[config.mk]
export PLATFORM = sky130hd
export DESIGN_NAME = thermo_ramp_encoder
export DESIGN_NICKNAME = d
export VERILOG_FILES = /design/src/rtl/thermo_pkg.sv /design/src/rtl/bin_to_thermo.sv /design/src/rtl/thermo_ramp_encoder.sv
export SDC_FILE = /design/constraint.sdc
export NUM_CORES = 1
export LEC_CHECK = 0
export CORE_MARGIN = 2
export CORE_UTILIZATION = 55
export DETAILED_ROUTE_END_ITERATION = 12
export PLACE_DENSITY_LB_ADDON = 0.05
export SLEW_MARGIN = 20
export SYNTH_ARGS = -nofsm -noshare
export SYNTH_HDL_FRONTEND = slang
export SYNTH_SLANG_ARGS = --single-unit
[constraint.sdc]
create_clock -name clk -period 8.3 [get_ports clk]
set_input_delay 1.245 -clock clk [delete_from_list [all_inputs] [get_ports clk]]
set_output_delay 1.245 -clock clk [all_outputs]
set_load 0.01 [all_outputs]
[src/rtl/thermo_pkg.sv]
// Shared definitions for the thermometer encode/decode blocks.
//   N_BITS       binary code width
//   THERMO_W     thermometer width, 2**N_BITS-1
//   ramp_state_t ramp FSM states
//   bin2thermo   binary level -> thermometer code, (1<<level)-1
package thermo_pkg;

    localparam int unsigned N_BITS   = 4;
    localparam int unsigned THERMO_W = (1 << N_BITS) - 1;

    typedef enum logic [0:0] {
        StIdle,
        StRamp
    } ramp_state_t;

    function automatic logic [THERMO_W-1:0] bin2thermo(input logic [N_BITS-1:0] lvl);
        logic [THERMO_W:0] one_hot;
        logic [THERMO_W:0] mask;
        one_hot      = '0;
        one_hot[lvl] = 1'b1;
        // One-hot at bit lvl minus one leaves ones in bits [lvl-1:0].
        mask = one_hot - {{THERMO_W{1'b0}}, 1'b1};
        return mask[THERMO_W-1:0];
    endfunction

endpackage

[src/rtl/bin_to_thermo.sv]
// Purely combinational binary-to-thermometer encoder.
//   bin     binary level, 0..THERMO_W
//   thermo  thermometer code, bits [bin-1:0] set
module bin_to_thermo
    import thermo_pkg::*;
(
    input  logic [N_BITS-1:0]   bin,
    output logic [THERMO_W-1:0] thermo
);

    always_comb begin
        thermo = bin2thermo(bin);
    end

endmodule

[src/rtl/thermo_ramp_encoder.sv]
// Slew-limited binary-to-thermometer encoder. Accepts a binary target over
// valid/ready and walks the registered thermometer output toward it one level
// per clock, so exactly one thermometer bit toggles per cycle.
//   clk       rising-edge clock
//   rst       synchronous active-high reset
//   in_valid  in_bin holds a new target
//   in_ready  target can be accepted this cycle (state IDLE)
//   in_bin    binary target level
//   thermo    registered thermometer code, equal to (1<<level)-1
//   level     current binary level
//   busy      ramp in progress
//   done      one-cycle pulse when level reaches the accepted target
module thermo_ramp_encoder
    import thermo_pkg::*;
(
    input  logic                clk,
    input  logic                rst,
    input  logic                in_valid,
    output logic                in_ready,
    input  logic [N_BITS-1:0]   in_bin,
    output logic [THERMO_W-1:0] thermo,
    output logic [N_BITS-1:0]   level,
    output logic                busy,
    output logic                done
);

    ramp_state_t          state_q, state_d;
    logic [N_BITS-1:0]    level_q, level_d;
    logic [N_BITS-1:0]    target_q, target_d;
    logic [THERMO_W-1:0]  thermo_q, thermo_d;
    logic                 done_q, done_d;

    // Thermometer code is derived from the next level so it moves in the same
    // edge as level and cannot drift from it.
    bin_to_thermo u_bin_to_thermo (
        .bin    (level_d),
        .thermo (thermo_d)
    );

    always_comb begin
        state_d  = state_q;
        level_d  = level_q;
        target_d = target_q;
        done_d   = 1'b0;

        unique case (state_q)
            StIdle: begin
                if (in_valid) begin
                    target_d = in_bin;
                    if (in_bin == level_q) begin
                        done_d = 1'b1;
                    end else begin
                        state_d = StRamp;
                    end
                end
            end
            StRamp: begin
                // Entering RAMP guarantees target != level, so no wrap can occur.
                if (target_q > level_q) begin
                    level_d = level_q + 1'b1;
                end else begin
                    level_d = level_q - 1'b1;
                end
                if (level_d == target_q) begin
                    state_d = StIdle;
                    done_d  = 1'b1;
                end
            end
            default: state_d = StIdle;
        endcase
    end

    always_ff @(posedge clk) begin
        if (rst) begin
            state_q  <= StIdle;
            level_q  <= '0;
            target_q <= '0;
            thermo_q <= '0;
            done_q   <= 1'b0;
        end else begin
            state_q  <= state_d;
            level_q  <= level_d;
            target_q <= target_d;
            thermo_q <= thermo_d;
            done_q   <= done_d;
        end
    end

    assign in_ready = (state_q == StIdle);
    assign busy     = (state_q == StRamp);
    assign thermo   = thermo_q;
    assign level    = level_q;
    assign done     = done_q;

endmodule

==> results.txt, run 1 <==
The flow ran to the end, and the final reports show no timing, DRC or antenna violations. The area used by multi-input combinational logic is 948 sq um. Clock tree synthesis selected as its root buffer the cell sky130_fd_sc_hd__clkbuf_4. The count of cells along the worst hold path is 2. The detailed-routing iteration count for the pre-antenna-repair pass is 4. The first global-routing pass estimated 6.40 mm of wire.

For this run, design rule violations remaining after detail routing come to 0. The CTS H-tree depth came out at 1. The number of antenna violations at the first check in global routing is 0. The via count of the first global-routing pass is 1373.

The post-route standard cell area excluding fillers is 0.00182 sq mm. Entering global routing, the biggest net connects 25 pins. The wire-length estimate of the detail-placed layout is 2.76 mm. The net total in the final layout is 219. The number of antenna repair diodes is 0. The number of DRC markers in iteration 0 is 82. The mean instance size in the synthesized netlist came out at 8.42 sq um. The slew at the pin with the worst max-slew slack came out at 0.977 ns. The fraction of registers with async set or reset after synthesis is 0%. The number of synthesized flops with an enable pin is 0.

The worst flop-to-flop path endpoint is thermo[8]$_SDFF_PP0_. STA classifies the critical path startpoint as a flop. Setup repair after global routing left no endpoint under its margin. The final-layout fill cell count is 215. Summing all placed instances gives a cell area of 0.00179 sq mm. The antenna violation net count after detailed routing is 0.

The yosys synthesis warning count is 0. The total area of sequential cells is 500 sq um. The starting density of the core is 56.7%. The clock input transition at the sequential cells of the worst setup and hold paths is 0.13 ns.

The number of rows in the core area came out at 19. The number of buffers on the longest clock path is 2. The post-CTS setup repair buffer count is 0.

Dividing the final minimum period by the clock period gives 59.3%. The most critical setup path has its endpoint at thermo[8]$_SDFF_PP0_. The number of cells upsized or downsized after cts came out at 0. 29 I/O pins were placed. The cell count after placement is 229. The total power came out at 0.852 mW. The overall die height is 56.6 um. The type of the worst min-delay path is flop to flop. The area share of the largest cell type after synthesis came out at 32.8%.

Walking the worst path, the cells encountered are inv_1, ha_1, and2b_1, o211ai_1, a21oi_1, inv_1, ha_1, a21oi_1, and2_4, nand3_1, a211oi_2, nor2_2, nand3_1, ha_1, inv_1, or4b_1, a21oi_1. The via count of the routed design came out at 1448. Summed over all layers, the routed wires come to 3.71 mm.

The count of buffers added on input and output ports is 28. The clock tree from TritonCTS is yes. The count of endpoints failing hold in the final timing report is 0. The floorplan core area came out at 0.00269 sq mm.

The number of synthesized register bits came out at 25. The aggregate global routing overflow is 0. The leading register cell type out of synthesis is sky130_fd_sc_hd__dfxtp_1. The maximum vdd drop came out at 270 uV. The tool flagged a number of max-cap violations equal to 0. The global placement routability congestion is 0.880.

The leakage power summed over all cells came out at 0.702 nW. The count of final max-slew check failures is 0. The post-route minimum period is 4.92 ns. Headroom to the max-slew limit came out at 34.8%. The wire length per cell after detailed routing is 15.9 um. The synthesized netlist occupies a cell area of 0.00152 sq mm. The post-cts hold buffer count is 0. The total power divided by cell area is 468 mW/mm^2. The setup slack of the worst register-to-register path came out at 3.38 ns. The count of non-filler cells in the finished layout is 233. The critical path data arrival time is 5.16 ns. The critical-path maximum fanout is 13.

The launch point of the critical path is level[1]$_SDFF_PP0_. For this design, the sink count on the clock tree is 25. The area growth from synthesis to final layout is 19.5%. The share of synthesized area occupied by flip-flops and latches came out at 32.8%. In the final layout, the share of cells above drive strength 1 is 5.45%. The worst hold margin came out at 0.577 ns. STA classifies the critical path endpoint as a flop. The setup total negative slack came out at 0 ns.

The width of the die is 56.6 um. The startpoint of the worst-slack reg-to-reg timing path is level[1]$_SDFF_PP0_. Summed over all instances, the cell type with the most area after synthesis is sky130_fd_sc_hd__dfxtp_1.

The number of cells on the worst reg-to-reg path is 17. The synthesized netlist contains 49 unique library cells. The clock insertion delay at the later pin of the skew report is 0.31 ns. The global-route usage over all layers is 25.1%. Setup violations remaining at the end of the flow were counted as 0. The peak per-stage delay on the critical path came out at 0.73 ns.

The die covers 0.00321 sq mm. For the worst setup path, the data required time is 8.54 ns. Derived from the worst setup path, the maximum achievable clock frequency is 0.203 GHz. After detailed routing, the number of vias per cell comes to 6.21.

In the synthesized netlist, the number of instances is 181. Clock skew on the completed layout was measured at 0.00728 ns. The number of buffers created by CTS came out at 3. The post-synth net total is 197. By area the synthesized netlist is led by sky130_fd_sc_hd__dfxtp_1 (33%), sky130_fd_sc_hd__ha_1 (6.6%), sky130_fd_sc_hd__a21oi_1 (6.2%). The type of the setup path with the least slack is flop to flop. The largest individual stage delay along the critical path comes from the cell sky130_fd_sc_hd__a211oi_2.
[area by class of cell]
type / count / area share (%)
timing repair buffer: 28 / 15.4
multi-input combinational: 138 / 52.1
clock inverter: 1 / 0.275
sequential: 25 / 27.5
inverter: 7 / 1.44
clock buffer: 3 / 1.24
tap: 31 / 2.13
[cell usage after synthesis (2+ instances only)]
library cell / n
sky130_fd_sc_hd__dfxtp_1: 25
sky130_fd_sc_hd__nor2_1: 20
sky130_fd_sc_hd__a21oi_1: 19
sky130_fd_sc_hd__ha_1: 8
sky130_fd_sc_hd__nand2_1: 8
sky130_fd_sc_hd__xnor2_1: 8
sky130_fd_sc_hd__clkbuf_1: 7
sky130_fd_sc_hd__inv_1: 7
sky130_fd_sc_hd__nand3_1: 7
sky130_fd_sc_hd__o21ai_1: 5
sky130_fd_sc_hd__a31oi_1: 4
sky130_fd_sc_hd__mux2i_1: 4
sky130_fd_sc_hd__nand4_1: 4
sky130_fd_sc_hd__and3_1: 3
sky130_fd_sc_hd__buf_2: 3
sky130_fd_sc_hd__nor3_1: 3
sky130_fd_sc_hd__o21ai_0: 3
sky130_fd_sc_hd__o31ai_1: 3
sky130_fd_sc_hd__a21o_1: 2
sky130_fd_sc_hd__a221oi_2: 2
sky130_fd_sc_hd__and2_1: 2
sky130_fd_sc_hd__nand2b_1: 2
sky130_fd_sc_hd__nor2b_1: 2
sky130_fd_sc_hd__nor4_1: 2
sky130_fd_sc_hd__o22ai_1: 2
sky130_fd_sc_hd__o311a_1: 2
sky130_fd_sc_hd__xor2_1: 2
[flip-flops by register name, summed over array words and instances, names as in the netlist]
signal and count:
busy 1, done 1, level 4, target_q 4
thermo 15
[worst min path at each step]
stage / slack (ns) / endpoint / startpoint
6_report: 0.58 / target_q[1]$_SDFFE_PP0P_ / target_q[1]$_SDFFE_PP0P_
2_1_floorplan: 0.51 / target_q[1]$_SDFFE_PP0P_ / target_q[1]$_SDFFE_PP0P_
4_1_cts: 0.58 / target_q[1]$_SDFFE_PP0P_ / target_q[1]$_SDFFE_PP0P_
3_5_place_dp: 0.56 / target_q[3]$_SDFFE_PP0P_ / target_q[3]$_SDFFE_PP0P_
3_3_place_gp: 0.56 / target_q[2]$_SDFFE_PP0P_ / target_q[2]$_SDFFE_PP0P_
5_1_grt: 0.61 / target_q[3]$_SDFFE_PP0P_ / target_q[3]$_SDFFE_PP0P_
[cells in the final DEF, fill, tap and decap left out, types with 5 or more instances in the layout]
| cell | n |
|---|---|
| sky130_fd_sc_hd__a21oi_1 | 19 |
| sky130_fd_sc_hd__clkdlybuf4s50_1 | 28 |
| sky130_fd_sc_hd__ha_1 | 8 |
| sky130_fd_sc_hd__xnor2_1 | 8 |
| sky130_fd_sc_hd__inv_1 | 7 |
| sky130_fd_sc_hd__dfxtp_1 | 25 |
| sky130_fd_sc_hd__nand2_1 | 8 |
| sky130_fd_sc_hd__o21ai_1 | 5 |
| sky130_fd_sc_hd__nand3_1 | 7 |
| sky130_fd_sc_hd__nor2_1 | 20 |
[stage by stage]
stage	worst slack, ns	utilization, %
CTS	3.43	67.8
detailed placement	3.47	66.8
global placement	3.62	66.8
floorplan	4.22	-
global route	2.98	67.8
finish	3.38	67.8
[logic make-up after synthesis]
group / share of synthesized area (%)
simple gates: 19.5
compound gates: 23.4
flops: 32.8
buf+inv: 4.93
xor+xnor: 7.23
fa+ha+maj: 7.88
mux: 4.27
[routing by layer]
| layer | GRT usage [%] | vias to the layer above | share of wire (%) |
|---|---|---|---|
| li1 | - | 699 | - |
| met1 | 35.7 | 687 | 47 |
| met2 | 39.9 | 56 | 46 |
| met3 | 3.46 | 6 | 5.5 |
| met4 | 7.14 | 0 | 1.2 |
| met5 | 0 | - | 0 |
[where the power goes]
part           internal, mW  total [mW]  switching, mW
sequential            0.160       0.191         0.0307
combinational         0.266       0.609          0.343
clock                0.0180      0.0529         0.0349
[worst max-delay path: cells and delay by family, from the launching register on]
| family | cells | cell delay [ns] |
|---|---|---|
| DFF | 1 | 0.56 |
| buffers and inverters | 3 | 0.48 |
| adders and majority gates | 3 | 0.94 |
| AOI/OAI and AO/OA | 5 | 1.48 |
| and+or+nand+nor | 6 | 1.38 |
No activity file was read; power rests on OpenSTA's default activity.
==> run 2: changes to the inputs <==
--- a/config.mk
+++ b/config.mk
@@ -6,7 +6,7 @@
 export NUM_CORES = 1
 export LEC_CHECK = 0
 export CORE_MARGIN = 2
-export CORE_UTILIZATION = 55
+export CORE_UTILIZATION = 51
 export DETAILED_ROUTE_END_ITERATION = 12
 export PLACE_DENSITY_LB_ADDON = 0.05
 export SLEW_MARGIN = 20
==> constraint.sdc (replaced) <==
create_clock -name clk -period 4.7 [get_ports clk]
set_input_delay 0.705 -clock clk [delete_from_list [all_inputs] [get_ports clk]]
set_output_delay 0.705 -clock clk [all_outputs]
set_load 0.01 [all_outputs]
==> run 2 against run 1 <==
Routed wire length fell by 2.3%; combinational power rose by 82%; total power rose by 82%; the flow now finishes with violations (design-rule violations); register-to-register slack got worse by 2.9 ns; worst hold slack improved by 0.0022 ns; maximum frequency rose by 17%; largest power group unchanged; non-clock buffer count rose by 6; sequential share of layout area fell by 0.74 points.
==> results.txt, run 2 (synthesis gave the netlist of run 1 again) <==
The CTS H-tree depth came out at 1. The leakage power summed over all cells is 0.735 nW. The clock input transition at the sequential cells of the worst setup and hold paths came out at 0.15 ns. The final count of negative-setup-slack endpoints came out at 0.

The wire length reported by the detailed router came out at 3.62 mm. The required time at the endpoint of the critical path came out at 4.95 ns. The fraction of final layout cells with drive strength greater than 1 came out at 8.65%. The die covers 0.00344 sq mm. The critical-path maximum fanout came out at 9. The via count of the first global-routing pass came out at 1318. The library cells used most frequently in the layout, excluding fill and tap cells, are sky130_fd_sc_hd__clkdlybuf4s50_1 (28), sky130_fd_sc_hd__dfxtp_1 (24), sky130_fd_sc_hd__nor2_1 (20). Registers take 502 sq um.

On the worst path, the slowest cell contributes a delay of 0.58 ns. The count of endpoints failing hold in the final timing report came out at 0. The number of setup buffers added after CTS is 0. The slew at the pin with the worst max-slew slack came out at 0.883 ns. The setup total negative slack came out at 0 ns. Global routing consumed, over all layers together, 24.2% of the routing resources. The via count of the routed design is 1423. The area used by multi-input combinational logic is 953 sq um. In this run the worst setup path begins at level[1]$_SDFF_PP0_. The number of I/O pins came out at 29.

The critical path data arrival time is 4.47 ns. The number of antenna repair diodes is 0. The placed instance area came out at 0.00184 sq mm.

The starting density of the core came out at 54.3%. The number of DRC violations after detailed routing is 2. STA classifies the critical path endpoint as a flop. The flow ran to the end, but the final reports show violations. The area growth from synthesis to final layout is 23.2%. The clock reaches the later pin of the worst-skew pair after 0.33 ns. The count of cells along the worst hold path came out at 2. The tightest hold path in the finished design has a slack of 0.580 ns. The overall die height came out at 58.7 um.

The register with the most flip-flops in the layout has 15 of them. The clock tree from TritonCTS is yes. The antenna violation net count after detailed routing is 0. The first-pass GRT wire length came out at 6.48 mm. The final-layout fill cell count came out at 235. The total power divided by cell area came out at 825 mW/mm^2.

The wire length per cell after detailed routing is 15.2 um. The net total in the final layout came out at 225. The startpoint of the worst-slack reg-to-reg timing path is level[1]$_SDFF_PP0_. The checks that failed: design-rule violations. Timing would allow up to 0.237 GHz. The number of buffers created by CTS came out at 3. The maximum number of pins on one net before global-route repair is 25. The number of antenna violations at the first check in global routing came out at 0.

The detailed-routing iteration count for the pre-antenna-repair pass is 8. The count of non-filler cells in the finished layout came out at 239. The post-route standard cell area excluding fillers came out at 0.00188 sq mm. The count of final max-slew check failures is 0. The post-route minimum period came out at 4.21 ns.

The slowest cell on the critical path is sky130_fd_sc_hd__or4b_1. The period utilization is 89.6%. The number of DRC markers in iteration 0 is 50. At the end of routability-driven placement, the weighted congestion stood at 0.858.

In this run the critical register-to-register path is captured at thermo[8]$_SDFF_PP0_. The type of the worst min-delay path is flop to flop. The relative slew slack is 40.9%.

The nature of the critical path startpoint is a flop. The number of port buffers is 28. The longest clock path from root to sink contains 2 buffers. CTS saw 25 sinks.

Leaving out fill and tap cells, the most frequent cell in the layout is sky130_fd_sc_hd__clkdlybuf4s50_1. The final worst clock skew came out at 0.00438 ns. The max-capacitance violation count came out at 0. The signal on the critical path passes through inv_1, ha_1, and2b_1, o211ai_1, a21oi_1, inv_1, ha_1, a21oi_1, and2_4, nand3_1, a211oi_2, nor2_4, nand3_1, ha_1, inv_1, or4b_1, a21oi_1. After floorplanning, the core was divided into 19 placement rows. Setup repair after global routing left no endpoint under its margin.

Global routing finished with a remaining overflow of 0. For hold timing, the worst endpoint is target_q[1]$_SDFFE_PP0P_. Clock tree synthesis selected as its root buffer the cell sky130_fd_sc_hd__clkbuf_4. The floorplan core area is 0.00281 sq mm. Summed over all nets, the half-perimeter wirelength after detailed placement is 2.75 mm. The floorplan step set the die width to 58.7 um.

After detailed placement, the design holds a cell count of 235. The number of cells on the worst reg-to-reg path is 17. The maximum vdd drop came out at 449 uV. In this run the most critical hold path is launched from target_q[1]$_SDFFE_PP0P_. Setup slack on the worst reg-to-reg path comes out at 0.49 ns.

The mean number of vias per cell came out at 5.95. By startpoint and endpoint, the worst setup path is classified as flop to flop.
==> run 2: cell types whose count changed in the layout (fill, tap and decap cells not counted), sizes merged <==
cell    before  now
inv          7    8
clkinv       1    0
buf          0    6
==> run 2: layout make-up <==
cell class	count	area share (%)
flip-flops and latches	25	26.7
well taps	31	2.07
inverters	7	1.40
multi-input cells	138	50.8
clock inverters	1	0.467
clock buffers	3	1.20
repair buffers	34	17.3
==> run 2: how the worst max path moves through the flow <==
| stage | slack (ns) | depth (start not counted) | endpoint |
|---|---|---|---|
| 3_5_place_dp | 0.48 | 17 | thermo[8]$_SDFF_PP0_ |
| 6_report | 0.49 | 17 | thermo[8]$_SDFF_PP0_ |
| 3_3_place_gp | 0.66 | 15 | thermo[8]$_SDFF_PP0_ |
| 4_1_cts | 0.44 | 17 | thermo[8]$_SDFF_PP0_ |
| 5_1_grt | 0.13 | 17 | thermo[10]$_SDFF_PP0_ |
| 2_1_floorplan | 0.62 | 18 | thermo[10]$_SDFF_PP0_ |
==> run 2: what timing repair did <==
item / 4_1_cts / 5_1_grt
gates resized for setup: 0 / 2
setup endpoints to repair: 0 / 3
hold buffers: 0 / 0
==> run 2: per-stage QoR <==
step	worst slack, ns	utilization (%)	total power, mW
after floorplan	0.622	-	1.11
after CTS	0.436	66.7	1.54
after global placement	0.662	65.6	1.42
after global routing	0.131	66.9	1.70
final	0.488	66.9	1.55
after detailed placement	0.478	65.6	1.42
==> run 2: where the power goes <==
group / switching [mW] / internal, mW
Clock: 0.0707 / 0.0348
Combinational: 0.609 / 0.505
Sequential: 0.0455 / 0.284
Total: 0.725 / 0.823
==> run 2: critical path, delay by kind of cell, from the launching register on <==
kind,cells,cell delay (ns)
and+or+nand+nor,6,1.28
buffers and inverters,3,0.42
AOI/OAI and AO/OA,5,1.04
DFF,1,0.44
adders and majority gates,3,0.95
==> run 2: per-layer routing <==
metal  GRT usage [%]  wire length (um)
met5               0                 0
met4            6.17                48
met3            3.96               145
met2            36.1              1590
met1            36.3              1840
==> run 3: changes to the inputs <==
--- a/config.mk
+++ b/config.mk
@@ -5,9 +5,11 @@
 export SDC_FILE = /design/constraint.sdc
 export NUM_CORES = 1
 export LEC_CHECK = 0
+export CAP_MARGIN = 15
 export CORE_MARGIN = 2
 export CORE_UTILIZATION = 51
 export DETAILED_ROUTE_END_ITERATION = 12
+export MAX_ROUTING_LAYER = met4
 export PLACE_DENSITY_LB_ADDON = 0.05
 export SLEW_MARGIN = 20
 export SYNTH_ARGS = -nofsm -noshare
==> run 3 against run 2 <==
The run still ends with design-rule violations left; sequential share of layout area up 0.071 points; worst hold slack better by 0.0049 ns; non-clock buffer count unchanged; first-iteration DRC count up 110%; die area unchanged; final cell count unchanged; maximum frequency up 0.46%; worst setup slack better by 0.019 ns; sequential power about the same; count of clock-buffer cells in the layout unchanged; critical path type unchanged; critical endpoint is now thermo[2]$_SDFF_PP0_; largest power group unchanged; highest routed layer unchanged.
==> results.txt, run 3 (synthesis gave the netlist of run 1 again) <==
The final reports fail on design-rule violations. Together, buffers and inverters on the worst path number 3. The global-route usage over all layers came out at 24.8%.

The post-cts hold buffer count came out at 0. The number of rows in the core area is 19. The clock sink count came out at 25. The type of the worst min-delay path is flop to flop. The number of antenna violations at the first check in global routing was 0. In this run the worst path has a maximum fanout of 9. The period utilization is 89.2%.

Once the clock tree was built, the setup fixing pass inserted 0 buffers. For this block, wires on met1 add up to 1.83 mm. The CTS H-tree depth is 1. The slew at the pin with the worst max-slew slack came out at 0.891 ns. Detailed placement ended at an HPWL of 2.77 mm. Headroom to the max-slew limit came out at 40.4%. The critical path data arrival time is 4.43 ns. In this run the critical register-to-register path is captured at thermo[2]$_SDFF_PP0_. The mean number of vias per cell is 5.92.

In this run the remaining antenna-violating nets after routing total 0. The number of flip-flops under the largest register name is 15. The worst setup path is of the flop to flop kind. The top cell types in the final layout, fill and taps aside, are sky130_fd_sc_hd__clkdlybuf4s50_1 (28), sky130_fd_sc_hd__dfxtp_1 (24), sky130_fd_sc_hd__nor2_1 (20). The net total in the final layout came out at 225.

The via count of the first global-routing pass came out at 1331. Among cell families on the critical path, the largest total delay comes from simple AND/OR/NAND/NOR gates. The switching fraction of total power is 47.0%.

The part of the total power dissipated in the clock network came out at 6.9%. The first-pass GRT wire length came out at 6.40 mm. The startpoint identified for the worst register-to-register timing path is level[1]$_SDFF_PP0_. The maximum number of pins on one net before global-route repair is 25. The clock input transition at the sequential cells of the worst setup and hold paths is 0.15 ns. The worst hold path begins at target_q[1]$_SDFFE_PP0P_. The die area is 0.00344 sq mm. The switching power of the nets is 0.727 mW. The maximum clock frequency is 0.238 GHz. The length of routed met3 wiring came out at 168 um. Walking the worst path, the cells encountered are inv_1, ha_1, and2b_1, o211ai_1, a21oi_1, inv_1, ha_1, a21oi_1, and2_4, nand4_1, o311a_1, nor2_2, nand3_1, ha_1, inv_1, nor2_1, mux2_1.

For the finished layout, the period the worst path requires is 4.19 ns. Dividing total power by cell area gives a power density of 827 mW/mm^2. In this run the top signal layer used is met4. In this run the worst setup path begins at level[1]$_SDFF_PP0_. The starting density of the core came out at 54.3%.

TritonCTS built the clock tree. The worst setup path is launched from a flop. The wire length per cell after detailed routing is 15.4 um. The longest clock path from root to sink contains 2 buffers. Leaving out fill and tap cells, the most frequent cell in the layout is sky130_fd_sc_hd__clkdlybuf4s50_1.

The run finished, with violations left. The number of port buffers is 28. The number of antenna repair diodes is 0. For this block, the routed nets add up to 3.68 mm of wire. The count of endpoints failing hold in the final timing report is 0.

STA classifies the critical path endpoint as a flop. The share of total power dissipated in combinational logic is 71.9%. The endpoint of the worst hold-timing path is target_q[1]$_SDFFE_PP0P_. Setup violations remaining at the end of the flow were counted as 0. The number of I/O pins is 29.

The required time at the endpoint of the critical path came out at 4.93 ns. The number of DRC markers in iteration 0 came out at 106. The design internal power came out at 0.821 mW. In the routed design, unresolved DRC markers number 1. The length of routed met2 wiring came out at 1.65 mm. Along the worst hold path, the cell count comes to 2. The count of final max-slew check failures is 0. The sequential cell fraction of total power is 21.2%. The detailed-routing iteration count for the pre-antenna-repair pass is 10. In this run the static leakage power is 0.733 nW. The setup slack of the worst register-to-register path is 0.51 ns. In this run the horizontal extent of the chip is 58.7 um.

The overall die height is 58.7 um. The peak per-stage delay on the critical path is 0.44 ns. On the final layout, the worst clock skew is 0.00728 ns.

The floorplan core area came out at 0.00281 sq mm. The tool flagged a number of max-cap violations equal to 0. The number of buffers created by CTS came out at 3. The clock reaches the later pin of the worst-skew pair after 0.33 ns.

The area growth from synthesis to layout is 22.8%. After global routing the overflow that remains totals 0. Setup repair after global routing left no endpoint under its margin.

The fraction of final layout cells with drive strength greater than 1 came out at 8.65%. The tree is rooted in a sky130_fd_sc_hd__clkbuf_4. The maximum vdd drop came out at 393 uV. Among all stages on the critical path, the largest delay is contributed by sky130_fd_sc_hd__dfxtp_2.

Summed over all failing endpoints, the final setup total negative slack is 0 ns. Detailed routing inserted a total of 1415 vias. The global placement routability congestion came out at 0.876. Summing all placed instances gives a cell area of 0.00184 sq mm.

Summing all non-filler instances in the final layout gives an area of 0.00187 sq mm. For the worst flop-to-flop path, the logic depth is 17.
==> run 3: worst max path at each step <==
stage                                 end  cells past startpoint
floorplan           thermo[10]$_SDFF_PP0_                     18
global placement     thermo[8]$_SDFF_PP0_                     15
detailed placement   thermo[2]$_SDFF_PP0_                     17
CTS                  thermo[8]$_SDFF_PP0_                     17
global route        thermo[14]$_SDFF_PP0_                     18
finish               thermo[2]$_SDFF_PP0_                     17
==> run 3: cell type report <==
type | count | area [sq um]
Tap cell | 31 | 38.8
Clock inverter | 1 | 8.76
Fill cell | 254 | 933
Timing Repair Buffer | 34 | 325
Clock buffer | 3 | 22.5
Sequential cell | 25 | 502
Multi-Input combinational cell | 138 | 948
Inverter | 7 | 26.3
==> run 3: power by group through the flow <==
stage	Sequential (mW)	Combinational [mW]	Clock [mW]
2_1_floorplan	0.353	0.753	0
3_3_place_gp	0.331	1.08	0
3_5_place_dp	0.334	1.10	0
4_1_cts	0.329	1.10	0.108
5_1_grt	0.337	1.24	0.118
6_report	0.329	1.11	0.106
==> run 3: metrics by stage <==
step	setup WS (ns)	cells	utilization (%)	hold WS, ns	total power [mW]
after floorplan	0.622	181	-	0.507	1.11
after global placement	0.672	235	65.6	0.555	1.41
after detailed placement	0.464	235	65.6	0.569	1.43
after CTS	0.424	239	66.7	0.582	1.54
after global routing	0.102	239	66.7	0.604	1.70
final	0.507	239	66.7	0.584	1.55
==> run 3: worst min-delay path, cell delays in order (launching register included) <==
cell                      delay [ns]
sky130_fd_sc_hd__dfxtp_1        0.38
sky130_fd_sc_hd__mux2i_1        0.13
sky130_fd_sc_hd__nor2_1         0.05
==> run 3: repair_timing <==
item	CTS	global route
hold endpoints to repair	0	0
setup endpoints to repair	0	5
resized for setup	0	1
==> run 3: per-layer routing <==
layer | vias to the layer above | track usage (%)
li1 | 710 | -
met1 | 656 | 36.1
met2 | 45 | 36.6
met3 | 4 | 3.96
met4 | 0 | 5.19
met5 | - | -
==> patch 1: new RTL, config.mk and constraints of run 3 <==
Change the package constant `N_BITS` from 4 to 5.
--- a/src/rtl/thermo_pkg.sv
+++ b/src/rtl/thermo_pkg.sv
@@ -5,7 +5,7 @@
 //   bin2thermo   binary level -> thermometer code, (1<<level)-1
 package thermo_pkg;
 
-    localparam int unsigned N_BITS   = 4;
+    localparam int unsigned N_BITS   = 5;
     localparam int unsigned THERMO_W = (1 << N_BITS) - 1;
 
     typedef enum logic [0:0] {
Ports: changed (resized in_bin, level and thermo); port bits go from 29 to 47. The function was not compared with the original's and may differ.
==> patch 1 against run 3 <==
  * Design area is 62% higher
  * Sequential cell count increased by 18
  * Area after synthesis is 57% higher
  * Wire length is 73% higher
  * Critical path type unchanged
  * Worst setup slack lost 58 ps
  * Clock skew up 6.0 ps
  * Sequential share of layout area is 1.6 points higher
  * Critical path depth did not move
Power is left out: the tool's default activity adds up to more than one toggle a clock period on the data nets, which glitch-free logic cannot reach.
==> patch 1: results (changes against run 3) <==
Logic synthesis
  – Post-synthesis sequential area ratio: 36.0% (was 32.8%)
  – Area contributors post-synth: dfxtp_1 (36%), ha_1 (5.2%), a21oi_1 (4.8%) (was dfxtp_1 (33%), ha_1 (6.6%), a21oi_1 (6.2%))
  – Net Count, Synth: 303 (was 197)
  – Post-synth top cells: dfxtp_1 (43), nor2_1 (29), a21oi_1 (23) (was dfxtp_1 (25), nor2_1 (20), a21oi_1 (19))
  – Post-synthesis mux area share: 2.09% (was 4.27%)
  – Distinct cells, synth: 58 (was 49)
  – Number of synthesis warnings: 0 (unchanged)
  – Adder-Cell Fraction of Synth Area: 6.07% (was 7.88%)
  – XOR/XNOR Fraction of Synth Area: 5.86% (was 7.22%)
  – Synth Area in Compound Gates: 24.4% (was 23.4%)

Route
  – DRT iter0 DRCs: 304 (was 106)
  – DRT Wirelength: 6360 um (was 3680 um)
  – Vias: 2,342 (was 1,415)
  – Met1 Routed Length: 2940 um (was 1830 um)
  – WL met3: 503 um (was 168 um)
  – First-pass iteration count of the detailed router: 5 (was 10)
  – Met2 Wirelength: 2830 um (was 1650 um)

Placed design
  – Count of input and output buffers: 46 (was 28)
  – Routability cong.: 1.02 (was 0.876)
  – Post-DP HPWL: 4590 um (was 2770 um)

Outcome
  – Status: complete, no violations (was finished with violations)

GRT
  – Met2 Usage GRT: 37.1% (was 36.6%)
  – First-pass GRT wire length: 10,100 um (was 6400 um)
  – Largest net degree at the start of global routing: 43 (was 25)
  – GR Layer Usage met1: 36.7% (was 36.1%)
  – GR Util All Layers: 25.6% (was 24.8%)
  – Global-route met3 utilization: 4.86% (was 3.96%)
  – Number of global-route vias before repair: 2,097 (was 1,331)

Clocking
  – Clock tree buffer depth: 2 (unchanged)
  – CTS clk-pin slew, worst paths: 90 ps (was 150 ps)
  – CTS Buf Count: 5 (was 3)
  – Worst-skew pair later-pin latency: 300 ps (was 330 ps)
  – Root Driver: clkbuf_8 (was clkbuf_4)
  – CTS H-tree lvls: 2 (was 1)

Critical path
  – Reg2reg path depth: 17 (unchanged)
  – Crit path arrival time: 4450 ps (was 4430 ps)
  – Worst-path fanout max: 9 (unchanged)
  – Worst reg2reg setup slack: 450 ps (was 510 ps)
  – Critical R2R Capture: thermo[30] (was thermo[2])
  – Critical path startpoint: level[1] (unchanged)

Min path
  – Hold endpoint: target_q[1] (unchanged)
  – WHS Path Cells: 2 (unchanged)

Cells and area
  – Max reg flops: 31 (was 15)
  – Antenna Cells: 0 (unchanged)
  – Final #Nets: 352 (was 225)
  – Filler cell count in the final layout: 374 (was 254)
  – Share of cells above drive strength 1: 9.88% (was 8.65%)

Timing
  – Worst slew pin tran: 1060 ps (was 891 ps)
  – Worst clock skew: 13.3 ps (was 7.28 ps)
patch 1: changes by cell type after synthesis, sizes merged, moves of 5 or more:
cell | before | now
dfxtp | 25 | 43
xor2 | 2 | 8
inv | 7 | 13
nor3 | 3 | 10
a31oi | 4 | 9
nor2 | 21 | 29
a21oi | 19 | 25
nand3 | 7 | 19
nand2 | 8 | 21
patch 1: stage by stage:
step,hold WS [ps],instance area [um^2],util (%),setup WS (ps),instances
2_1_floorplan,507,2390,-,487,284
3_3_place_gp,544,2930,66.0,635,378
3_5_place_dp,555,2930,66.0,478,378
4_1_cts,565,3020,67.9,450,386
5_1_grt,593,3030,68.2,80.0,386
6_report,562,3030,68.2,449,386
patch 1: area by class of cell:
class                   instances  area share [%]
repair buffers                 57            17.9
flip-flops and latches         43            28.4
clock buffers                   6            2.39
clock inverters                 2           0.413
inverters                      13            1.61
well taps                      52            2.15
multi-input cells             213            47.1
patch 1: timing repair:
| item | 4_1_cts | 5_1_grt |
|---|---|---|
| hold buffers | 0 | 0 |
| endpoints found under the setup margin | 0 | 2 |
| resized for setup | 0 | 1 |
patch 1: worst max path at each step:
stage | end | slack [ps]
after floorplan | thermo[30] | 490
after detailed placement | thermo[30] | 480
after global placement | thermo[22] | 630
after CTS | thermo[26] | 450
final | thermo[30] | 450
after global routing | thermo[26] | 80
patch 1: critical path, cell delays in order, from the launching register on:
cell and delay, ps:
dfxtp_1 340, inv_1 130, ha_1 310, nand4_1 150, o221ai_1 330, nand2_1 220, ha_1 410, and3b_1 230
nor3_1 310, a211oi_2 100, o31ai_2 260, nor2_1 140, nand3_1 110, ha_1 230, inv_1 140, a31oi_2 370
a311oi_1 170, a41o_1 220
==> patch 2: new RTL, flow settings as in run 3 <==
Without the edit above. Make the reset (`rst`) asynchronous in one clocked block. Comments in the files are not updated.
--- a/src/rtl/thermo_ramp_encoder.sv
+++ b/src/rtl/thermo_ramp_encoder.sv
@@ -70,7 +70,7 @@
         endcase
     end
 
-    always_ff @(posedge clk) begin
+    always_ff @(posedge clk or posedge rst) begin
         if (rst) begin
             state_q  <= StIdle;
             level_q  <= '0;
Formal check against the unedited RTL: differs if rst is asserted again (counterexample within 4 cycles, from zero or initial values and one cycle with rst high); with rst held inactive, the same outputs for 10 cycles.
==> patch 2 against run 3 <==
  * Count of clock-buffer cells in the layout stayed put
  * Worst setup slack got worse by 200 ps
  * First-iteration DRC count is 65% lower
  * Design area fell by 1.9%
  * Sequential cell count is the same
  * Area after synthesis down 2.7%
  * Wire length is 14% lower
  * Critical path type unchanged
  * Critical endpoint is now thermo[12]
  * Highest routed layer unchanged
Power is left out: the tool's default activity adds up to more than one toggle a clock period on the data nets, which glitch-free logic cannot reach.
==> patch 2: results (changes against run 3) <==
Route
  – Drc violations: 0 (was 1)
  – WL met3: 78 um (was 168 um)
  – DRT iter0 DRCs: 37 (was 106)
  – Vias: 1,172 (was 1,415)
  – First-pass iteration count of the detailed router: 4 (was 10)
  – Drt wl/cell: 15.0 um (was 15.4 um)

Min path
  – WHS Path Cells: 1 (was 2)
  – Hold endpoint: target_q[3] (was target_q[1])

Logic synthesis
  – Area contributors post-synth: dfrtp_1 (42%), ha_1 (6.8%), xnor2_1 (5.9%) (was dfxtp_1 (33%), ha_1 (6.6%), a21oi_1 (6.2%))
  – Post-synthesis async set-or-reset flop share: 100% (was 0%)
  – Distinct cells, synth: 45 (was 49)
  – Net Count, Synth: 164 (was 197)
  – Post-synth top cells: dfrtp_1 (25), inv_1 (11), nand2_1 (11) (was dfxtp_1 (25), nor2_1 (20), a21oi_1 (19))

Critical path
  – Reg2reg path depth: 19 (was 17)
  – Worst reg2reg setup slack: 310 ps (was 510 ps)
  – Slowest CP cell: dfrtp_1 (was dfxtp_2)
  – CP max stage delay: 510 ps (was 440 ps)
  – Worst-path fanout max: 11 (was 9)
  – Critical R2R Capture: thermo[12] (was thermo[2])

GRT
  – First-pass GRT wire length: 5440 um (was 6400 um)
  – GR Util All Layers: 21.6% (was 24.8%)
  – Largest net degree at the start of global routing: 26 (was 25)

Placed design
  – Post-DP HPWL: 2450 um (was 2770 um)
  – Routability cong.: 0.905 (was 0.876)

Cells and area
  – Filler cell count in the final layout: 238 (was 254)
  – Final #Nets: 196 (was 225)

Clocking
  – Worst-skew pair later-pin latency: 310 ps (was 330 ps)

Outcome
  – Status: complete, no violations (was finished with violations)

Timing
  – Worst clock skew: 6.56 ps (was 7.28 ps)
[patch 2: worst max-delay path by stage]
stage,from,endpoint,slack (ps)
finish,level[1],thermo[12],310
global route,level[1],thermo[6],8
CTS,level[3],thermo[12],290
detailed placement,level[3],thermo[12],320
global placement,level[3],thermo[6],440
floorplan,level[3],thermo[12],550
[patch 2: area by class of cell]
type                       count  area, um^2  area share [%]
clock inverter                 1        7.51           0.409
sequential                    25         627            34.2
clock buffer                   3        22.5            1.23
timing repair buffer          32         310            16.9
tap                           31        38.8            2.11
multi-input combinational    105         776            42.3
inverter                      13        53.8            2.93
[patch 2: worst register-to-register path, stage by stage, from the launching register on]
cell and delay [ps]:
dfrtp_1 510, inv_1 80, ha_1 310, nor2b_1 140, o211ai_1 240, a21bo_2 270, ha_1 310, a21oi_4 190
nand2_2 100, and4_4 180, a2111oi_4 370, and2_1 290, inv_6 80, or3_1 340, ha_1 320, nand2_1 170
inv_1 70, nand2_1 60, o21ai_0 80, a21o_2 210
[patch 2: cell families after synthesis]
logic type,after synthesis,synth area share [%]
and+or+nand+nor,42,15.0
xor gates and xnor gates,13,7.68
buffers and inverters,18,5.48
AOI/OAI and AO/OA,36,17.9
muxes,5,3.63
adders and majority gates,9,8.10
DFF,25,42.2
[patch 2: metal layers]
| metal | vias up | track usage (%) |
|---|---|---|
| met1 | 570 | 27.2 |
| met4 | 0 | 4.98 |
| met3 | 4 | 2.01 |
| li1 | 577 | - |
| met2 | 21 | 37.7 |
| met5 | - | - |
[patch 2: metrics by stage]
step           worst slack [ps]  std cells  instance area, um^2  hold WS, ps
6_report                    311        210                 1840          592
5_1_grt                    8.17        210                 1840          609
4_1_cts                     292        210                 1830          593
3_5_place_dp                323        206                 1800          561
3_3_place_gp                445        206                 1800          548
2_1_floorplan               550        148                 1480          507
